`config.mk`:
```
export PLATFORM = sky130hd
export DESIGN_NAME = rv32i_mmu
export DESIGN_NICKNAME = d
export VERILOG_FILES = /design/src/rtl/rv32i_mmu.sv
export SDC_FILE = /design/constraint.sdc
export NUM_CORES = 1
export LEC_CHECK = 0
export ABC_AREA = 1
export BUFFER_PORTS_ARGS = -buffer_cell sky130_fd_sc_hd__buf_2
export CORE_ASPECT_RATIO = 0.5
export CORE_UTILIZATION = 23
export CTS_CLUSTER_DIAMETER = 50
export DETAILED_ROUTE_END_ITERATION = 16
export SLEW_MARGIN = 0
export SYNTH_ARGS = -nofsm -noshare
export SYNTH_HDL_FRONTEND = slang
export SYNTH_SLANG_ARGS = --single-unit
```
`constraint.sdc`:
```
create_clock -name clk -period 2.84 [get_ports clk]
set_input_delay 0.142 -clock clk [delete_from_list [all_inputs] [get_ports clk]]
set_output_delay 0.142 -clock clk [all_outputs]
set_load 0.1 [all_outputs]
```
`src/rtl/rv32i_mmu.sv`:
```
// Memory management unit between the multicycle RV32I core and its targets:
// region decode, sub-word access with RAM read-modify-write, peripheral timeout.
module rv32i_mmu #(
    parameter int          RAM_L       = 65536,
    parameter int          N_PERIPH    = 4,
    parameter logic [31:0] PERIPH_BASE = 32'hF000_0000,
    parameter int          PERIPH_SPAN = 256,
    parameter int          TIMEOUT     = 15
) (
    input  logic                           clk,
    input  logic                           rst,
    input  logic                           core_req,
    input  logic [31:0]                    core_addr,
    input  logic                           core_wr_ena,
    input  logic [1:0]                     core_size,
    input  logic                           core_unsigned,
    input  logic [31:0]                    core_wr_data,
    output logic                           core_ack,
    output logic [31:0]                    core_rd_data,
    output logic                           core_err,
    output logic [31:0]                    err_addr,
    output logic [7:0]                     err_count,
    output logic [$clog2(RAM_L)-1:0]       ram_addr,
    output logic                           ram_wr_ena,
    output logic [31:0]                    ram_wr_data,
    input  logic [31:0]                    ram_rd_data,
    output logic [N_PERIPH-1:0]            periph_req,
    output logic [$clog2(PERIPH_SPAN)-1:0] periph_addr,
    output logic                           periph_wr_ena,
    output logic [3:0]                     periph_wstrb,
    output logic [31:0]                    periph_wr_data,
    input  logic [N_PERIPH-1:0]            periph_ack,
    input  logic [32*N_PERIPH-1:0]         periph_rd_data
);

    localparam int RAM_AW = $clog2(RAM_L);
    localparam int PAW    = $clog2(PERIPH_SPAN);
    localparam int CW     = (N_PERIPH > 1) ? $clog2(N_PERIPH) : 1;
    localparam int TW     = $clog2(TIMEOUT + 1);

    localparam logic [32:0] RAM_BYTES    = 33'(4 * RAM_L);
    localparam logic [31:0] PERIPH_BYTES = 32'(N_PERIPH * PERIPH_SPAN);

    localparam logic [2:0] S_IDLE   = 3'd0;
    localparam logic [2:0] S_RAM_RD = 3'd1;
    localparam logic [2:0] S_RAM_WR = 3'd2;
    localparam logic [2:0] S_PERIPH = 3'd3;
    localparam logic [2:0] S_RESP   = 3'd4;

    logic [2:0]    state;
    logic [31:0]   addr_q;
    logic [1:0]    size_q;
    logic          uns_q;
    logic          wr_q;
    logic [3:0]    wstrb_q;
    logic [31:0]   data_q;
    logic          err_q;
    logic [CW-1:0] chan_q;
    logic [TW-1:0] tmo_q;

    logic [1:0]    lane_in;
    logic [3:0]    wstrb_in;
    logic          misaligned;
    logic [31:0]   poff;
    logic          ram_hit;
    logic          periph_hit;
    logic [CW-1:0] chan_in;
    logic [31:0]   merged;
    logic [31:0]   shifted;
    logic [31:0]   load_ext;
    logic          ack_sel;
    logic [31:0]   chan_rd;

    // NOTE: every signal driven in always_comb gets a default first, so no path can infer a latch.
    always_comb begin
        lane_in  = core_addr[1:0];
        wstrb_in = 4'b1111;
        case (core_size)
            2'd0:    wstrb_in = 4'b0001 << lane_in;
            2'd1:    wstrb_in = 4'b0011 << lane_in;
            default: wstrb_in = 4'b1111;
        endcase
        misaligned = (core_size == 2'd3)
                   || (core_size == 2'd1 && core_addr[0])
                   || (core_size == 2'd2 && lane_in != 2'd0);
        poff       = core_addr - PERIPH_BASE;
        // RAM wins any overlap, so an address inside RAM never aliases a channel.
        ram_hit    = {1'b0, core_addr} < RAM_BYTES;
        periph_hit = (core_addr >= PERIPH_BASE) && (poff < PERIPH_BYTES);
        chan_in    = poff[PAW+CW-1:PAW];
    end

    // Store data is pre-shifted onto its lanes at capture, so the merge is a per-byte select.
    always_comb begin
        merged = ram_rd_data;
        for (int b = 0; b < 4; b++) begin
            if (wstrb_q[b]) merged[8*b +: 8] = data_q[8*b +: 8];
        end
    end

    always_comb begin
        shifted  = data_q >> {addr_q[1:0], 3'b000};
        load_ext = shifted;
        case (size_q)
            2'd0:    load_ext = uns_q ? {24'b0, shifted[7:0]}  : {{24{shifted[7]}}, shifted[7:0]};
            2'd1:    load_ext = uns_q ? {16'b0, shifted[15:0]} : {{16{shifted[15]}}, shifted[15:0]};
            default: load_ext = shifted;
        endcase
        ack_sel = periph_ack[chan_q];
        chan_rd = periph_rd_data[{chan_q, 5'b00000} +: 32];
    end

    always_comb begin
        core_ack       = (state == S_RESP);
        core_err       = (state == S_RESP) && err_q;
        core_rd_data   = (state == S_RESP && !err_q && !wr_q) ? load_ext : 32'b0;
        ram_addr       = '0;
        // Reset asserted mid-write cancels the strobe so an abandoned store never lands.
        ram_wr_ena     = (state == S_RAM_WR) && rst;
        ram_wr_data    = '0;
        periph_req     = '0;
        periph_addr    = '0;
        periph_wr_ena  = 1'b0;
        periph_wstrb   = 4'b0;
        periph_wr_data = 32'b0;
        if (state == S_RAM_RD || state == S_RAM_WR) begin
            ram_addr = addr_q[RAM_AW+1:2];
        end
        if (state == S_RAM_WR) begin
            ram_wr_data = data_q;
        end
        if (state == S_PERIPH) begin
            for (int i = 0; i < N_PERIPH; i++) begin
                periph_req[i] = (chan_q == CW'(i));
            end
            periph_addr    = addr_q[PAW-1:0];
            periph_wr_ena  = wr_q;
            periph_wstrb   = wstrb_q;
            periph_wr_data = data_q;
        end
    end

    // NOTE: sequential state uses non-blocking assignments so every register sees pre-edge values.
    always_ff @(posedge clk) begin
        if (!rst) begin
            state     <= S_IDLE;
            addr_q    <= '0;
            size_q    <= '0;
            uns_q     <= 1'b0;
            wr_q      <= 1'b0;
            wstrb_q   <= '0;
            data_q    <= '0;
            err_q     <= 1'b0;
            chan_q    <= '0;
            tmo_q     <= '0;
            err_addr  <= '0;
            err_count <= '0;
        end else begin
            case (state)
                S_IDLE: begin
                    if (core_req) begin
                        addr_q  <= core_addr;
                        size_q  <= core_size;
                        uns_q   <= core_unsigned;
                        wr_q    <= core_wr_ena;
                        wstrb_q <= wstrb_in;
                        data_q  <= core_wr_data << {lane_in, 3'b000};
                        chan_q  <= chan_in;
                        tmo_q   <= '0;
                        err_q   <= 1'b0;
                        if (misaligned || (!ram_hit && !periph_hit)) begin
                            err_q <= 1'b1;
                            state <= S_RESP;
                        end else if (ram_hit) begin
                            state <= (core_wr_ena && core_size == 2'd2) ? S_RAM_WR : S_RAM_RD;
                        end else begin
                            state <= S_PERIPH;
                        end
                    end
                end
                S_RAM_RD: begin
                    data_q <= wr_q ? merged : ram_rd_data;
                    state  <= wr_q ? S_RAM_WR : S_RESP;
                end
                S_RAM_WR: state <= S_RESP;
                S_PERIPH: begin
                    // An ack arriving on the expiry cycle still counts as success.
                    if (ack_sel) begin
                        data_q <= chan_rd;
                        state  <= S_RESP;
                    end else if (tmo_q == TW'(TIMEOUT - 1)) begin
                        err_q <= 1'b1;
                        state <= S_RESP;
                    end else begin
                        tmo_q <= tmo_q + 1'b1;
                    end
                end
                S_RESP: begin
                    state <= S_IDLE;
                    if (err_q) begin
                        err_addr <= addr_q;
                        if (err_count != 8'hFF) err_count <= err_count + 8'd1;
                    end
                end
                default: state <= S_IDLE;
            endcase
        end
    end

endmodule

```
==> After elaboration in Yosys (flattened, before gate mapping) <==
Index checks and enable logic that the tools add are counted.
{ "word_totals": {"output_inout_bits": 172, "in_bits": 235, "elab_cells": 123, "ff_bits": 122} }
{ "classes": {"add_sub_neg": 3, "mux": 39, "n_eq_ne": 23, "shift": 5, "order_cmp": 4, "n_reduce_logical": 34} }
{ "op_table": {"columns": ["cell", "n"], "rows": [
  ["2-to-1 mux 32 bit", 8],
  ["variable part select 128 x 8 -> 32 bit", 1],
  ["case mux 32 bit (3 select lines)", 1],
  ["case mux 32 bit (2 select lines)", 1],
  ["2-to-1 mux 8 bit", 5],
  [">= comparator 32 bit, second input constant", 1],
  ["< comparator 32 x 11 -> 1 bit, second input constant", 1],
  ["< comparator 32 x 19 -> 1 bit, second input constant", 1],
  ["left shift 32 x 5 -> 32 bit", 1],
  [">> shifter 32 x 5 -> 32 bit", 1],
  ["subtractor 32 bit, second input constant", 1],
  ["AND reduction 4 bit", 6],
  ["2-to-1 mux 4 bit", 5],
  ["2-to-1 mux 16 bit", 1],
  ["case mux 4 bit (2 select lines)", 2],
  ["2-to-1 mux 3 bit", 5],
  ["!= test 3 bit, second input constant", 4],
  ["case mux 3 bit (4 select lines)", 1],
  ["logical AND 1 bit", 9],
  ["adder 8 x 1 -> 8 bit, second input constant", 1],
  ["equality test 2 bit, second input constant", 4],
  ["!= test 2 bit, second input constant", 4],
  ["!= test 8 bit, second input constant", 1],
  ["equality test 2 x 1 -> 1 bit, second input constant", 3],
  ["other kinds (22)", 40]
]} }

==> Longest topological paths before layout <==
Gate-level depths: netlist (run 1).
{ "depth": {"word_depth": 9, "ltp_mapped": 13, "mapped_depth_nobuf": 12} }

==> Worst setup path after synthesis (run 1) <==
OpenSTA, ideal clock, no wires.
{ "synth_path": {"path_type": "register to output", "start": "register state[0]", "end": "output port periph_req[0]", "t_arrival_ns": 3.104, "path_slack_ns": -0.406, "n_path_buf": 1, "required_ns": 2.698, "stages_incl_launch_ff": 6, "cell_sequence": "dfxtp_1 -> nand2_2 -> nor2_2 -> inv_2 -> buf_1 -> nor3_1"} }
{ "synth_via": {"elab_chain_len": 2} }
{ "synth_rtl": {"columns": ["element", "line_no", "text"], "rows": [
  ["from (decl)", "50", "logic [2:0] state;"],
  ["from (signal assigned)", "175", "state <= (core_wr_ena && core_size == 2'd2) ? S_RAM_WR : S_RAM_RD;"],
  ["from (signal assigned)", "183", "state <= wr_q ? S_RAM_WR : S_RESP;"],
  ["equality test 3 x 2 -> 1 bit", "132", "if (state == S_PERIPH) begin"],
  ["2-to-1 mux 4 bit", "132", null],
  ["to (decl)", "27", "output logic [N_PERIPH-1:0] periph_req,"]
]} }
Every way passes these cells.

==> Final worst setup path (run 1) <==
{ "layout_path": {"start": "register addr_q[0]", "end": "output port core_rd_data[20]"} }
{ "layout_via": {"elab_chain_len": 4, "elab_cells_between_ends": 5} }
{ "layout_rtl": {"columns": ["element", "line_no", "text"], "rows": [
  ["from (decl)", "51", "logic [31:0] addr_q;"],
  ["from (signal assigned)", "162", "addr_q <= core_addr;"],
  [">> shifter 32 x 5 -> 32 bit *", "102", "shifted = data_q >> {addr_q[1:0], 3'b000};"],
  ["2-to-1 mux 32 bit, on equally long branches", "106, 105", null],
  ["case mux 32 bit (2 select lines) *", "104", "case (size_q)"],
  ["2-to-1 mux 32 bit *", "116", "core_rd_data = (state == S_RESP && !err_q && !wr_q) ? load_ext : 32'b0;"],
  ["to (decl)", "19", "output logic [31:0] core_rd_data,"]
]} }
Every way passes the cells marked *; elsewhere a longest branch is shown, timed or not.

==> impl_summary.md, run 1 <==
Floorplan
The top-level port count is 407. The total area inside the core boundary comes to around 32000 µm². The effective utilization at floorplan is 0.2375. The die area is 33930 µm². The vertical extent of the die is approximately 130 µm.

The overall die width is 259.5 µm. The cell row count is 46.

Placed design
The count of input and output buffers is about 400. The final weighted congestion in routability-driven placement is 0.9529. The final HPWL from detailed placement is 29570 µm.

Synthesis
The cell taking the most area after synthesis is sky130_fd_sc_hd__dfxtp_1. The average instance in the mapped netlist occupies 6.120 µm². The synthesized netlist net count is 1484. The part of the Yosys area used for sequential elements is 0.3150. The post-synthesis instance area is roughly 7600 µm². The area share of the leading cell type in the synthesized netlist is 0.3150. In the synthesized netlist, the number of instances is around 1200. The unique cell type count in the Yosys netlist is 39. For this run, the number of Yosys warnings is 0. By area the synthesized netlist is led by sky130_fd_sc_hd__dfxtp_1 (32%), sky130_fd_sc_hd__nand2_1 (14%), sky130_fd_sc_hd__nor2_1 (11%), sky130_fd_sc_hd__o21ai_0 (7.3%), sky130_fd_sc_hd__a21oi_1 (6.6%).

The synthesized flop and latch total is 120.

CTS
No sink is reached through more buffers than the 2 on the longest clock path. The clock tree from TritonCTS is done. For this design, the sink count on the clock tree is 120. The TritonCTS buffer count is 17.

The source-to-sink clock delay at the later pin of the worst-skew pair is 0.44 ns. The post-CTS setup repair buffer count is 0. The H-tree was split into 4 levels. CTS placed an instance of sky130_fd_sc_hd__clkbuf_16 at the clock tree root. Clock-pin slew was measured on the worst setup and hold paths at 0.06 ns.

Power
The overall power is 0.005762 W. The maximum vdd drop is roughly 0.39 mV. The leakage power summed over all cells is 5.577 nW.

Power spread over the standard cell area amounts to 479.1 nW/µm².

Timing
The final number of max-transition violations is 0. The minimum period implied by the final worst setup slack is 2.635 ns. The final clock period utilization by the worst path is 0.9279. Hold is met by around 0.014 ns. Setup violations remaining at the end of the flow were counted as 0. The worst clock skew is 0.008535 ns.

Static timing analysis puts the maximum clock frequency at 0.3795 GHz. Setup repair after global routing left no endpoint under its margin. The number of endpoints with negative hold slack in the final report was 0. The worst pin sits at a relative slew slack of 0.5036.

For the pin with the worst max-slew slack, the measured transition is 0.7446 ns.

Worst setup path
The highest net fanout along the worst path is 16. In this design, the stage delay of the slowest critical-path cell is 0.54 ns. The signal on the critical path passes through nand2_1 -> o21ai_0 -> o21a_1 -> nand3_2 -> nand3_1 -> nand2_2 -> nor2_1 -> buf_2.

STA classifies the critical path startpoint as a flop. For the worst setup path, the data arrival time is 2.49 ns. By startpoint and endpoint, the worst setup path is classified as reg -> out. The category of the worst setup path capture point is an output port. Data on the critical path is required at its endpoint by 2.70 ns. The largest individual stage delay along the critical path comes from the cell sky130_fd_sc_hd__dfxtp_1. Measured in cells, the most critical reg-to-reg path has a length of 8.

Global route
The initial antenna violation count was 6. Entering global routing, the biggest net connects 73 pins. The via count of the first global-routing pass came to roughly 9400. Across every metal layer, demand over resource in global routing totals 0.2145.

The wire length of the first global-routing pass is 55050 µm. The residual overflow from global routing is 0.

Route
The final route contains 9931 vias. The number of iterations in the first detailed-routing pass is 5. Dividing the detail-routed via count by the number of cells gives 4.749.

The number of design rule violations left after detail routing is 0. The routed wire length per instance is approximately 18 µm. The number of design-rule violations left by the first detailed-router iteration is 733. The total length of routed wires is roughly 38000 µm.

The number of nets with antenna violations after routing is 0.

Min path
The type of the most critical hold path is in -> reg. The worst hold path depth is 3.

Final layout
In the final layout, the share of cells above drive strength 1 is 0.2976. Measured on the finished design, the core utilization comes to 0.3745. Leaving out fill and tap cells, the most frequent cell in the layout is sky130_fd_sc_hd__buf_2. The top cell types in the final layout, fill and taps aside, are sky130_fd_sc_hd__buf_2 (326), sky130_fd_sc_hd__nand2_1 (275), sky130_fd_sc_hd__nor2_1 (227), sky130_fd_sc_hd__dfxtp_1 (119), sky130_fd_sc_hd__o21ai_0 (111).

The post-layout net count is 1878. The area added between synthesis and finish is 57.70%.

Run status
The run finished with clean final reports.

Run
The count of max-cap constraint violations is 0.
## cells by family after synthesis
group,synth area share
simple gates,0.3245
compound gates,0.2545
fa+ha+maj,0.004923
xor+xnor,0.003446
buf+inv,0.09631
mux,0.001313
flops,0.3150
## cell type report
cell class / count / area (µm²)
fill: 3476 / 20090
multi-input combinational: 938 / 4509
timing repair buffer: 454 / 3498
sequential: 120 / 2404
tap: 432 / 540.5
clock buffer: 20 / 456.7
inverter: 109 / 414.1
clock inverter: 12 / 188.9
antenna: 6 / 15.01
## state kept, by name (all words and copies together) (netlist names)
name / cells
size_q: 2
tmo_q: 4
err_q: 1
err_addr: 32
data_q: 32
err_count: 8
addr_q: 32
state: 3
wstrb_q: 4
uns_q: 1
wr_q: 1
## final timing paths
path / from / endpoint / slack, ns
setup / recovery: addr_q[0] / core_rd_data[20] / 0.20
hold / removal: core_addr[5] / addr_q[5] / 0.01
setup reg to reg: state[0] / data_q[18] / 0.65
hold reg to reg: addr_q[20] / addr_q[20] / 0.47
## stage by stage
step | std cells | TNS (ns) | setup WS, ns | area, µm²
final | 2091 | 0 | 0.2049 | 12030
after global routing | 2091 | 0 | 0.01558 | 12030
after CTS | 2085 | 0 | 0.06046 | 11970
after detailed placement | 2026 | 0 | 0.5455 | 11060
after global placement | 2026 | 0 | 0.5328 | 11060
after floorplan | 1246 | -1.217 | -0.4055 | 7634
## critical path: cells and delay by family (launching register included)
family                 cells  cell delay [ns]
AND/OR/NAND/NOR            5             0.73
flip-flops                 1             0.54
AO/OA/AOI/OAI              2             0.33
buffers and inverters      1             0.45
## cells in the mapped netlist
cell type / count
sky130_fd_sc_hd__nand2_1: 277
sky130_fd_sc_hd__nor2_1: 228
sky130_fd_sc_hd__dfxtp_1: 120
sky130_fd_sc_hd__o21ai_0: 111
sky130_fd_sc_hd__a21oi_1: 101
sky130_fd_sc_hd__inv_1: 98
sky130_fd_sc_hd__a22oi_1: 64
sky130_fd_sc_hd__clkbuf_1: 62
sky130_fd_sc_hd__nand3_1: 53
sky130_fd_sc_hd__o211ai_1: 22
sky130_fd_sc_hd__a21o_1: 10
sky130_fd_sc_hd__nor3_1: 10
sky130_fd_sc_hd__nand4_1: 9
sky130_fd_sc_hd__a31oi_1: 7
sky130_fd_sc_hd__buf_2: 7
sky130_fd_sc_hd__or2_2: 7
sky130_fd_sc_hd__buf_1: 6
sky130_fd_sc_hd__nor2_2: 6
sky130_fd_sc_hd__clkinv_1: 5
sky130_fd_sc_hd__inv_2: 5
sky130_fd_sc_hd__o22ai_1: 5
sky130_fd_sc_hd__buf_4: 4
sky130_fd_sc_hd__nand3_4: 4
sky130_fd_sc_hd__ha_1: 3
sky130_fd_sc_hd__o21a_1: 3
sky130_fd_sc_hd__o31ai_1: 3
sky130_fd_sc_hd__a221oi_1: 2
sky130_fd_sc_hd__nand2_2: 2
sky130_fd_sc_hd__xnor2_1: 2
sky130_fd_sc_hd__a211oi_1: 1
sky130_fd_sc_hd__clkinv_4: 1
sky130_fd_sc_hd__mux2i_1: 1
sky130_fd_sc_hd__nand3_2: 1
sky130_fd_sc_hd__nor3_2: 1
sky130_fd_sc_hd__nor3_4: 1
sky130_fd_sc_hd__nor3b_1: 1
sky130_fd_sc_hd__o2111ai_1: 1
sky130_fd_sc_hd__o21ai_1: 1
sky130_fd_sc_hd__xor2_1: 1
## power by group
part	leakage, nW	switching [W]	total [W]	internal (W)
Clock	0.312	0.000871	0.00240	0.00153
Sequential	0.987	0.0000804	0.00189	0.00181
Combinational	4.28	0.00105	0.00148	0.000425
Total	5.58	0.00200	0.00576	0.00376
## layer usage
metal | GRT usage | vias to the layer above | routed length (µm)
met4 | 0.09135 | 0 | 1285
met1 | 0.2785 | 4635 | 16730
met5 | 0 | - | 0
li1 | - | 4915 | -
met3 | 0.03549 | 71 | 1723
met2 | 0.3545 | 310 | 17840
## what timing repair did
item                                    in CTS  in global routing
hold buffers                                27                  0
endpoints found under the setup margin       0                 16
resized for setup                            0                 16
hold endpoints to repair                    27                  0
No activity file was read; power rests on OpenSTA's default activity.
==> inputs of run 2 (changes only) <==
--- a/config.mk
+++ b/config.mk
@@ -7,10 +7,10 @@
 export LEC_CHECK = 0
 export ABC_AREA = 1
 export BUFFER_PORTS_ARGS = -buffer_cell sky130_fd_sc_hd__buf_2
-export CORE_ASPECT_RATIO = 0.5
-export CORE_UTILIZATION = 23
+export CORE_AREA = 2 2 160 162
 export CTS_CLUSTER_DIAMETER = 50
 export DETAILED_ROUTE_END_ITERATION = 16
+export DIE_AREA = 0 0 162 164
 export SLEW_MARGIN = 0
 export SYNTH_ARGS = -nofsm -noshare
 export SYNTH_HDL_FRONTEND = slang
==> run 2 against run 1 <==
Against the previous run: flip-flop and latch count is the same; highest routed layer is now met5; sequential share of layout area grew 0.27 points; combinational power about the same; register-to-register slack worse by 0.13 ns.
==> impl_summary.md, run 2 (synthesis results as in run 1) <==
Worst setup path
The critical setup path kind is reg -> out. The category of the worst setup path capture point is an output port. The data arrival time of the worst path is 2.47 ns (-0.02 ns). The nature of the critical path startpoint is a flop.

The highest net fanout along the worst path is 16 (unchanged). The data required time of the worst path was 2.70 ns (about the same).

Power
The leakage power summed over all cells is 5.543 nW (-0.61%). The power per standard cell area is 481.7 nW/µm² (+0.54%). The maximum vdd drop is 0.4192 mV (+7.0%). The overall power is 0.005716 W (-0.79%).

Route
The number of design-rule violations left by the first detailed-router iteration is 865 (+18%). The number of design rule violations left after detail routing is 0 (unchanged). The average vias per placed instance is 5.075 (+6.9%). The total via count in the routed design is 10043 (+1.1%). The number of iterations in the first detailed-routing pass is 5 (unchanged). The number of nets with antenna violations after routing is 0 (unchanged).

The total length of routed wires came to 36550 µm (-2.7%). The routed wire length per instance came to 18.47 µm (+2.8%).

Final layout
The area added between synthesis and finish is 55.62%. The final-layout fill cell count is 2577 (-26%). In the final layout, the registers with the most flip-flops are addr_q x32, data_q x32, err_addr x32.

The area of the multi-input gates was 4509 µm² (unchanged). The post-layout net count is 1868 (-0.53%). The final cell utilization of the core is 0.4782 (+0.1037).

The filler-free cell count of the finished design is 1979 (-5.4%). The proportion of layout cells with a drive suffix above 1 was 0.2988 (+0.001203). The most common library cell in the layout ignoring fill and taps is sky130_fd_sc_hd__buf_2. In the layout the commonest cells are sky130_fd_sc_hd__buf_2 (324), sky130_fd_sc_hd__nand2_1 (275), sky130_fd_sc_hd__nor2_1 (227), sky130_fd_sc_hd__dfxtp_1 (119), sky130_fd_sc_hd__o21ai_0 (111). The footprint of the flip-flops and latches is 2404 µm² (unchanged).

Floorplan
The floorplan core area is 24820 µm² (-23%). The cell row count is 58 (+26%). The effective utilization at floorplan is 0.3073 (+0.06981). The top-level port count is 407 (unchanged). The vertical extent of the die is 164 µm (+25%). The overall die width is 162 µm (-38%). The die area was 26570 µm² (-22%).

Timing
The final clock period utilization by the worst path is 0.9210 (-0.006886). The worst clock skew is 0.007276 ns (-0.001259 ns). The maximum achievable frequency is 0.3823 GHz (+0.75%).

The headroom to the max-slew limit is 0.5269 (+0.02331). The hold slack is 0.01314 ns (-0.0004113 ns). The setup-violating endpoint count in the final report was 0 (unchanged).

The minimum period implied by the final worst setup slack came to 2.616 ns (-0.01955 ns). The slew at the pin closest to its max-slew limit came to 0.7088 ns (-0.03574 ns). Setup repair after global routing left no endpoint under its margin. The final number of max-transition violations came to 0 (unchanged). The number of endpoints with negative hold slack in the final report came to 0 (unchanged). The post-route setup TNS is 0 ns (unchanged).

Run
The count of max-cap constraint violations came to 0 (unchanged).

Global route
The initial antenna violation count is 8 (+2). The largest net degree at the start of global routing is 54 (-26%). The total routing resource utilization after global routing is 0.2687 (+0.05426). The residual overflow from global routing is 0 (unchanged).

The wire length of the first global-routing pass is 55030 µm (about the same). The via count of the first global-routing pass was 9619 (+2.8%).

CTS
The TritonCTS buffer count came to 17 (unchanged). The maximum level of the CTS H-tree is 4 (unchanged). The maximum clock path buffer count is 2 (unchanged). The CTS sink count was 120 (unchanged).

TritonCTS built the clock tree. The source-to-sink clock delay at the later pin of the worst-skew pair is 0.42 ns (-0.02 ns). The clock transition at the register clock pins on the worst setup and hold paths after CTS came to 0.07 ns (about the same). The post-CTS setup repair buffer count is 0 (unchanged).

The root buffer cell chosen for the clock tree is sky130_fd_sc_hd__clkbuf_16.

Run status
The run finished with clean final reports.

Placed design
The final HPWL from detailed placement is 28830 µm (-2.5%). The count of input and output buffers is 406 (unchanged). The number of cells in the design after placement is 1922 (-5.1%). The final weighted congestion in routability-driven placement was 0.9350 (-1.9%).

Min path
The worst hold path belongs to the class in -> reg.
-- run 2: cell count changes in the layout (fill, tap and decap cells not counted), sizes merged --
| cell | previous run | this run |
|---|---|---|
| clkbuf | 34 | 26 |
| bufinv | 4 | 3 |
| inv | 106 | 112 |
| dlygate4sd3 | 27 | 19 |
| buf | 413 | 416 |
| clkinv | 10 | 8 |
-- run 2: power by group --
group / total [W] / internal, W / switching, W
sequential: 0.00190 / 0.00181 / 0.0000957
combinational: 0.00147 / 0.000424 / 0.00104
clock: 0.00235 / 0.00142 / 0.000926
-- run 2: path summary, 6_finish.rpt --
kind	start	end	slack [ns]	cells past startpoint
worst max register to register	state[0]	data_q[22]	0.52	8
worst min register to register	addr_q[19]	addr_q[19]	0.47	2
worst min-delay path	core_addr[5]	addr_q[5]	0.01	3
worst max-delay path	addr_q[0]	core_rd_data[29]	0.22	8
-- run 2: area by class of cell --
class	count	area share
Clock inverter	15	0.01719
Timing Repair Buffer	444	0.2935
Inverter	109	0.03490
Multi-Input combinational cell	938	0.3800
Antenna cell	6	0.001265
Sequential cell	120	0.2025
Tap cell	330	0.03479
Clock buffer	17	0.03585
-- run 2: per-layer routing --
layer,wire length (µm),part of all wire,vias up,global-route usage
met5,26,0.00071,-,0
met4,1190,0.033,4,0.09855
met3,3968,0.11,86,0.08990
met2,16050,0.44,490,0.4166
met1,15310,0.42,4562,0.3473
li1,-,-,4901,-
-- run 2: timing repair --
action | in CTS | in global routing
hold endpoints to repair | 19 | 0
hold buffers | 19 | 0
endpoints found under the setup margin | 0 | 16
resized for setup | 0 | 11
-- run 2: metrics by stage --
stage	cell area, µm²	worst slack (ns)
after floorplan	7634	-0.4055
after global placement	11010	0.4825
after detailed placement	11010	0.4529
after CTS	11830	0.04716
after global routing	11860	0.002219
final	11870	0.2244
-- run 2: critical path, cell delays in order (launching register included) --
cell                      delay [ns]
sky130_fd_sc_hd__dfxtp_1        0.42
sky130_fd_sc_hd__inv_1          0.33
sky130_fd_sc_hd__a21oi_1        0.12
sky130_fd_sc_hd__a21oi_1        0.20
sky130_fd_sc_hd__nand3_1        0.09
sky130_fd_sc_hd__nand3_1        0.10
sky130_fd_sc_hd__nand2_2        0.20
sky130_fd_sc_hd__a21oi_2        0.15
sky130_fd_sc_hd__buf_2          0.44
==> inputs of run 3 (changes only) <==
--- a/config.mk
+++ b/config.mk
@@ -7,10 +7,10 @@
 export LEC_CHECK = 0
 export ABC_AREA = 1
 export BUFFER_PORTS_ARGS = -buffer_cell sky130_fd_sc_hd__buf_2
-export CORE_AREA = 2 2 160 162
+export CORE_ASPECT_RATIO = 0.5
+export CORE_UTILIZATION = 30
 export CTS_CLUSTER_DIAMETER = 50
 export DETAILED_ROUTE_END_ITERATION = 16
-export DIE_AREA = 0 0 162 164
 export SLEW_MARGIN = 0
 export SYNTH_ARGS = -nofsm -noshare
 export SYNTH_HDL_FRONTEND = slang
==> run 3 against run 2 <==
Against the previous run: fmax increased by 2.7%; worst setup slack improved by 0.070 ns; global-route usage decreased by 0.16 points; critical path depth increased by 1; cell count increased by 0.56%; clock power decreased by 9.4%; hold slack improved by 0.017 ns; flip-flop and latch count unchanged; clock skew increased by 0.0075 ns; largest power group unchanged.
==> impl_summary.md, run 3 (synthesis results as in run 1) <==
CTS
The maximum level of the CTS H-tree is 4 (unchanged). The clock transition at the register clock pins on the worst setup and hold paths after CTS is 0.06 ns (about the same). The post-CTS setup repair buffer count is 0 (unchanged).

CTS placed an instance of sky130_fd_sc_hd__clkbuf_16 at the clock tree root. The CTS sink count is 120 (unchanged). The maximum clock path buffer count is 2 (unchanged). The source-to-sink clock delay at the later pin of the worst-skew pair came to 0.42 ns (about the same). TritonCTS built the clock tree. The TritonCTS buffer count is 17 (unchanged).

Final layout
Leaving out fill and tap cells, the most frequent cells in the layout are sky130_fd_sc_hd__buf_2 (340), sky130_fd_sc_hd__nand2_1 (276), sky130_fd_sc_hd__nor2_1 (227), sky130_fd_sc_hd__dfxtp_1 (118), sky130_fd_sc_hd__o21ai_0 (111). The post-layout net count is 1876 (+0.43%). The final-layout fill cell count was 2611 (+1.3%). Leaving out fill and tap cells, the most frequent cell in the layout is sky130_fd_sc_hd__buf_2.

The proportion of layout cells with a drive suffix above 1 is 0.2961 (-0.002727). The final cell utilization of the core is 0.4813 (+0.003117). The area added between synthesis and finish is 54.45%. In the final layout, the registers with the most flip-flops are addr_q x32, data_q x32, err_addr x32.

Timing
The final clock period utilization by the worst path is 0.8964 (-0.02460). The number of endpoints with negative hold slack in the final report came to 0 (unchanged). The worst clock skew is 0.01482 ns (+0.007542 ns).

The post-route setup TNS is 0 ns (unchanged). The slew at the pin closest to its max-slew limit is 0.7013 ns (-0.007590 ns). The maximum achievable frequency is 0.3928 GHz (+2.7%). The final number of max-transition violations is 0 (unchanged). Setup repair after global routing left no endpoint under its margin. The hold slack is 0.03060 ns (+0.01745 ns). The minimum period implied by the final worst setup slack is 2.546 ns (-0.06987 ns). The setup-violating endpoint count in the final report is 0 (unchanged).

The headroom to the max-slew limit is 0.5308 (+0.003853).

Route
The number of iterations in the first detailed-routing pass is 5 (unchanged). The number of design rule violations left after detail routing is 0 (unchanged). The total via count in the routed design is 9866 (-1.8%).

The number of nets with antenna violations after routing is 0 (unchanged). The average vias per placed instance is 4.958 (-2.3%). The total length of routed wires is 35180 µm (-3.7%). The number of design-rule violations left by the first detailed-router iteration is 735 (-15%). The routed wire length per instance came to 17.68 µm (-4.3%).

Floorplan
The floorplan core area is 24470 µm² (-1.4%). The overall die width is 227.5 µm (+40%). The effective utilization at floorplan came to 0.3116 (+0.004336). The top-level port count is 407 (unchanged). The die area is 26100 µm² (-1.8%).

The vertical extent of the die was 114.7 µm (-30%). The cell row count is 40 (-31%).

Global route
The largest net degree at the start of global routing is 66 (+22%). The wire length of the first global-routing pass is 52850 µm (-3.9%). The via count of the first global-routing pass is 9408 (-2.2%). The initial antenna violation count is 5 (-3). The total routing resource utilization after global routing came to 0.2671 (-0.001615). The residual overflow from global routing was 0 (unchanged).

Min path
The terminating pin of the worst hold path is addr_q[10]. The worst hold path depth is 3 (unchanged). The worst hold path belongs to the class in -> reg. The worst min-delay path startpoint is core_addr[10].

Power
The leakage power summed over all cells is 5.533 nW (-0.17%). The maximum vdd drop is 0.2584 mV (-38%). The power per standard cell area is 464.0 nW/µm² (-3.7%).

Placed design
The final weighted congestion in routability-driven placement came to 0.9324 (-0.28%). The final HPWL from detailed placement is 27460 µm (-4.8%). The count of input and output buffers is 406 (unchanged).

Worst setup path
The nature of the critical path startpoint is a flop. The worst setup path is captured at an output port. The worst reg-to-reg path cell count is 7 (-1).

The data arrival time of the worst path is 2.40 ns (-0.07 ns). The highest net fanout along the worst path was 21 (+5). The setup slack of the worst register-to-register path is 0.89 ns (+0.37 ns). The data required time of the worst path is 2.70 ns (about the same). The startpoint of the lowest-slack register-to-register path is state[0]. The worst setup path is of the reg -> out kind. In this run the worst setup path begins at addr_q[0]. The capture point of the worst reg-to-reg path is wstrb_q[3].

Run
The count of max-cap constraint violations was 0 (unchanged).

Run status
The run finished with clean final reports.
## run 3: layout make-up
type,instances,area [µm²],share of cell area
multi-input combinational,938,4507,0.3826
antenna,6,15.01,0.001275
clock inverter,8,126.4,0.01073
clock buffer,21,440.4,0.03739
timing repair buffer,452,3451,0.2930
inverter,109,414.1,0.03516
sequential,120,2405,0.2042
tap,336,420.4,0.03569
## run 3: worst max-delay path, cell delays in order, from the launching register on
cell,delay (ns)
sky130_fd_sc_hd__dfxtp_2,0.51
sky130_fd_sc_hd__a21oi_1,0.10
sky130_fd_sc_hd__o21ai_0,0.10
sky130_fd_sc_hd__o21a_1,0.19
sky130_fd_sc_hd__nand3_2,0.18
sky130_fd_sc_hd__nand3_1,0.12
sky130_fd_sc_hd__nand2_1,0.05
sky130_fd_sc_hd__buf_4,0.18
sky130_fd_sc_hd__a21oi_1,0.12
sky130_fd_sc_hd__buf_2,0.44
## run 3: layer usage
layer | vias to the layer above | track usage | share of wire
li1 | 4900 | - | -
met1 | 4567 | 0.3467 | 0.45
met2 | 346 | 0.4348 | 0.46
met3 | 53 | 0.06389 | 0.069
met4 | 0 | 0.09351 | 0.023
met5 | - | 0 | 0
## run 3: worst max path at each step
stage	endpoint	slack, ns	depth (start not counted)
6_report	core_rd_data[28]	0.29	9
5_1_grt	core_rd_data[28]	0.06	9
4_1_cts	core_rd_data[25]	0.10	9
3_5_place_dp	core_rd_data[25]	0.56	9
3_3_place_gp	core_rd_data[27]	0.59	8
2_1_floorplan	periph_req[0]	-0.41	5
## run 3: per-stage QoR
step           worst slack, ns  std cells  instance area (µm²)  total power [W]
6_report                0.2943       1990                11780         0.005465
5_1_grt                0.05803       1989                11780         0.005757
4_1_cts                 0.1012       1984                11760         0.005502
3_5_place_dp            0.5566       1932                10960         0.003331
3_3_place_gp            0.5878       1932                10960         0.003329
2_1_floorplan          -0.4055       1246                 7634         0.002861
## run 3: timing repair
action                     CTS  global route
hold buffers                23             0
hold endpoints to repair    23             0
resized for setup            0             2
setup endpoints to repair    0            16
## run 3: power breakdown
part	total, W	internal [W]	switching [W]
Combinational	0.00144	0.000419	0.00102
Clock	0.00213	0.00136	0.000767
Sequential	0.00190	0.00181	0.0000901
Total	0.00547	0.00359	0.00188
